[config.mk]
export PLATFORM = sky130hd
export DESIGN_NAME = spi_master_ram_if
export DESIGN_NICKNAME = d
export VERILOG_FILES = /design/src/rtl/spi_master_ram_if.sv
export SDC_FILE = /design/constraint.sdc
export NUM_CORES = 1
export LEC_CHECK = 0
export CAP_MARGIN = 0
export CORE_AREA = 8 8 63 65
export CTS_CLUSTER_DIAMETER = 100
export CTS_CLUSTER_SIZE = 24
export DETAILED_ROUTE_END_ITERATION = 16
export DIE_AREA = 0 0 71 73
export DONT_BUFFER_PORTS = 1
export GPL_ROUTABILITY_DRIVEN = 1
export PLACE_DENSITY = 0.67
export SLEW_MARGIN = 15
export SYNTH_ARGS = -nofsm -noshare
export SYNTH_HDL_FRONTEND = slang
export SYNTH_SLANG_ARGS = --single-unit
[constraint.sdc]
create_clock -name clk -period 2.62 [get_ports clk]
set_clock_uncertainty 0.2 [all_clocks]
set_input_delay 0.524 -clock clk [delete_from_list [all_inputs] [get_ports clk]]
set_output_delay 0.524 -clock clk [all_outputs]
set_load 0.01 [all_outputs]
[src/rtl/spi_master_ram_if.sv]
// SPI master that serialises one {cmd, wdata} frame to an SPI RAM slave and,
// for read-data frames, waits RD_WAIT cycles and then captures one byte from MISO.
module spi_master_ram_if #(
  parameter int unsigned RD_WAIT = 2
) (
  input  logic       clk,
  input  logic       rst,
  input  logic       start,
  input  logic [1:0] cmd,
  input  logic [7:0] wdata,
  output logic       busy,
  output logic       done,
  output logic [7:0] rdata,
  output logic       rd_valid,
  output logic       SS_n,
  output logic       MOSI,
  input  logic       MISO
);

  localparam logic [2:0] S_IDLE = 3'd0;
  localparam logic [2:0] S_SEND = 3'd1;
  localparam logic [2:0] S_WAIT = 3'd2;
  localparam logic [2:0] S_RECV = 3'd3;
  localparam logic [2:0] S_END  = 3'd4;

  localparam logic [3:0] SEND_LAST = 4'd10;
  localparam logic [3:0] WAIT_LAST = 4'(RD_WAIT - 1);
  localparam logic [3:0] RECV_LAST = 4'd7;

  logic [2:0] state;
  logic [3:0] cnt;
  logic [9:0] shreg;
  logic [1:0] cmd_q;
  logic [7:0] rdata_q;

  always_ff @(posedge clk or posedge rst) begin
    if (rst) begin
      state   <= S_IDLE;
      cnt     <= '0;
      shreg   <= '0;
      cmd_q   <= '0;
      rdata_q <= '0;
    end else begin
      case (state)
        S_IDLE: begin
          cnt <= '0;
          if (start) begin
            shreg <= {cmd, wdata};
            cmd_q <= cmd;
            state <= S_SEND;
          end
        end
        S_SEND: begin
          // First cycle repeats cmd[1] as the select bit, so shifting starts after it.
          if (cnt != '0)
            shreg <= {shreg[8:0], 1'b0};
          if (cnt == SEND_LAST) begin
            cnt   <= '0;
            state <= (cmd_q == 2'b11) ? S_WAIT : S_END;
          end else begin
            cnt <= cnt + 4'd1;
          end
        end
        S_WAIT: begin
          if (cnt == WAIT_LAST) begin
            cnt   <= '0;
            state <= S_RECV;
          end else begin
            cnt <= cnt + 4'd1;
          end
        end
        S_RECV: begin
          rdata_q <= {rdata_q[6:0], MISO};
          if (cnt == RECV_LAST) begin
            cnt   <= '0;
            state <= S_END;
          end else begin
            cnt <= cnt + 4'd1;
          end
        end
        S_END: begin
          cnt   <= '0;
          state <= S_IDLE;
        end
        default: begin
          cnt   <= '0;
          state <= S_IDLE;
        end
      endcase
    end
  end

  // Outputs decode straight from registered state so reset forces them at once.
  always_comb begin
    busy     = (state != S_IDLE);
    done     = (state == S_END);
    rd_valid = (state == S_END) && (cmd_q == 2'b11);
    SS_n     = !((state == S_SEND) || (state == S_WAIT) || (state == S_RECV));
    MOSI     = (state == S_SEND) && shreg[9];
    rdata    = rdata_q;
  end

endmodule

==> results.cfg <==
[status]
status = finished clean

[synthesis]
syn_avg_cell_area_um2 = 11.0
syn_nets = 144
ys_seq_area_share_pct = 48.8
async_flop_share_pct = 100
yosysWarnings = 0
synth-seq-cells = 27
ys_types = 31
synth_edf_count = 0
synthCells = 126
synth-main-ff-cell = dfrtp_1
synth_area_um2 = 1380

[worst_hold_path]
min_path_type = in -> reg
hold_end = rdata[0]
hold_start = MISO
whs_path_depth = 2

[placement]
port_buffers = 0
preCtsSetupSlack_ns = 0.481
gp_congestion = 0.798
hpwl_um = 2040

[power]
power_uw = 1720
ir_drop_mv = 0.590
p_leak_uw = 0.000665
power_density_nw_per_um2 = 1180

[timing]
fin_tns_setup_ns = 0
rsz0062_at_grt = false
hold_viol = 0
fin_crit_ns = 2.45
slew_headroom_pct = 69.4
setup_viol = 0
worst_pin_slew_ns = 0.448
drv_slew = 0
layout_setup_ws_ns = 0.168
max_freq_ghz = 0.408
min_period_over_period_pct = 93.6

[grt]
grt_pass1_wl_um = 4420
grt.overflow.total = 0
grt_pass1_vias = 853
track_usage_pct = 10.8
grt_max_degree = 28
antenna_found_initial = 0

[flow_run]
maxCapViolCount = 0

[critical_path]
cp-start-kind = register
r2r_end = shreg[7]
critPathTopFamily = simple AND/OR/NAND/NOR gates
reg2reg_depth = 6
path_buf_inv = 1
crit_path_max_incr_delay_ns = 0.58
r2r-start = cnt[0]
cp_max_fo = 12
critPathKind = reg -> out
reg2reg_slack_ns = 0.45
slowest_stage = dfrtp_1
cp_cell_sequence = nor3b_2 -> buf_4 -> and2_1
cp-end-kind = output pin
cp-startpoint = state[0]
required_ns = 1.90
worstPathArrival_ns = 1.73

[route]
viasPerCell = 5.69
dr.pass1.iters = 4
via_count = 921
ant_nets = 0
drtIter0Drc = 53
drc_errors = 0
wire_per_inst_um = 16.5
drt_wl_total_um = 2670

[floorplanning]
die_area_um2 = 5180
pin_count = 27
die_w_um = 71
start_util_pct = 46.9
die_h_um = 73
num_rows = 20
coreArea_um2 = 2950

[clock_tree]
root_buffer = clkbuf_4
cts_tree = done
cts_max_level = 1
numCtsBuffers = 3
cts_sinks = 27
clockBufferDepth = 2
clk_pin_slew_ns = 0.14
worstSkewPairLatency_ns = 0.32

[final_layout]
fin_nets = 148
drive_above_1_share_pct = 25.6
diodes = 0
syn2layout_area_growth_pct = 5.79
[what timing repair did]
item / CTS / global route
hold buffers: 1 / 0
buffers inserted: 0 / 0
gates resized for setup: 0 / 0
hold endpoints to repair: 27 / 0
[kinds of logic after synthesis]
family / synth area share (%)
compound gates: 6.24
xor+xnor: 1.27
fa+ha+maj: 3.62
buf+inv: 2.53
flops: 48.8
mux: 17.1
simple gates: 20.4
[state kept, by name, indices dropped and copies added (netlist names)]
name / cells
cnt: 4
state: 3
shreg: 10
cmd_q: 2
rdata: 8
[through the flow]
step / util, % / cell area (µm²) / cells / hold slack [ns]
after floorplan: - / 1380 / 126 / 0.272
after global placement: 48.3 / 1430 / 157 / 0.284
after detailed placement: 48.3 / 1430 / 157 / 0.296
after CTS: 49.6 / 1460 / 162 / 0.106
after global routing: 49.6 / 1460 / 162 / 0.0950
final: 49.6 / 1460 / 162 / 0.115
[area by class of cell]
class                           instances  area, µm²
Sequential cell                        27        676
Timing Repair Buffer                    4       32.5
Tap cell                               33       41.3
Multi-Input combinational cell         90        673
Inverter                                4       15.0
Clock buffer                            4       26.3
Fill cell                             268       1490
[synthesized netlist by cell type, drive strengths merged, types with 2 or more instances]
| cell | instances | share of area (%) |
|---|---|---|
| clkbuf | 4 | 1.1 |
| ha | 4 | 3.6 |
| nor2 | 8 | 2.2 |
| nand2 | 28 | 7.6 |
| a2111oi | 2 | 2.6 |
| and2 | 2 | 0.90 |
| a221o | 2 | 1.4 |
| nand3 | 2 | 0.72 |
| nand3b | 3 | 1.6 |
| dfrtp | 27 | 49 |
| nor3b | 3 | 2.4 |
| mux2 | 21 | 17 |
| inv | 4 | 1.1 |
[worst max-delay path by stage]
| stage | endpoint | cells past startpoint |
|---|---|---|
| 2_1_floorplan | shreg[0] | 5 |
| 3_3_place_gp | shreg[2] | 6 |
| 3_5_place_dp | shreg[4] | 6 |
| 4_1_cts | MOSI | 3 |
| 5_1_grt | MOSI | 3 |
| 6_report | MOSI | 3 |
[where the power goes]
group / switching [µW] / leakage, µW / internal [µW]
clock: 117 / 0.0000150 / 59.5
combinational: 342 / 0.000311 / 414
sequential: 196 / 0.000339 / 595
total: 655 / 0.000665 / 1070
[per-layer routing]
| layer | track usage, % | up-vias | share of wire [%] |
|---|---|---|---|
| met2 | 17.9 | 22 | 52 |
| li1 | - | 442 | - |
| met4 | 4.16 | 0 | 0.82 |
| met5 | 0 | - | 0 |
| met3 | 3.57 | 2 | 6.3 |
| met1 | 12.7 | 455 | 41 |
[cells in the final DEF (no fill, tap or decap), drive strengths merged, types with 2 or more instances in the layout]
cell | synthesis | final
mux2 | 21 | 21
inv | 4 | 4
buf | 1 | 3
nor3b | 3 | 3
ha | 4 | 4
nand3b | 3 | 3
nand2 | 28 | 28
nor2 | 8 | 8
a221o | 2 | 2
clkbuf | 4 | 4
dfrtp | 27 | 27
nand3 | 2 | 2
and2 | 2 | 2
a2111oi | 2 | 2
No activity file was read; power rests on OpenSTA's default activity.
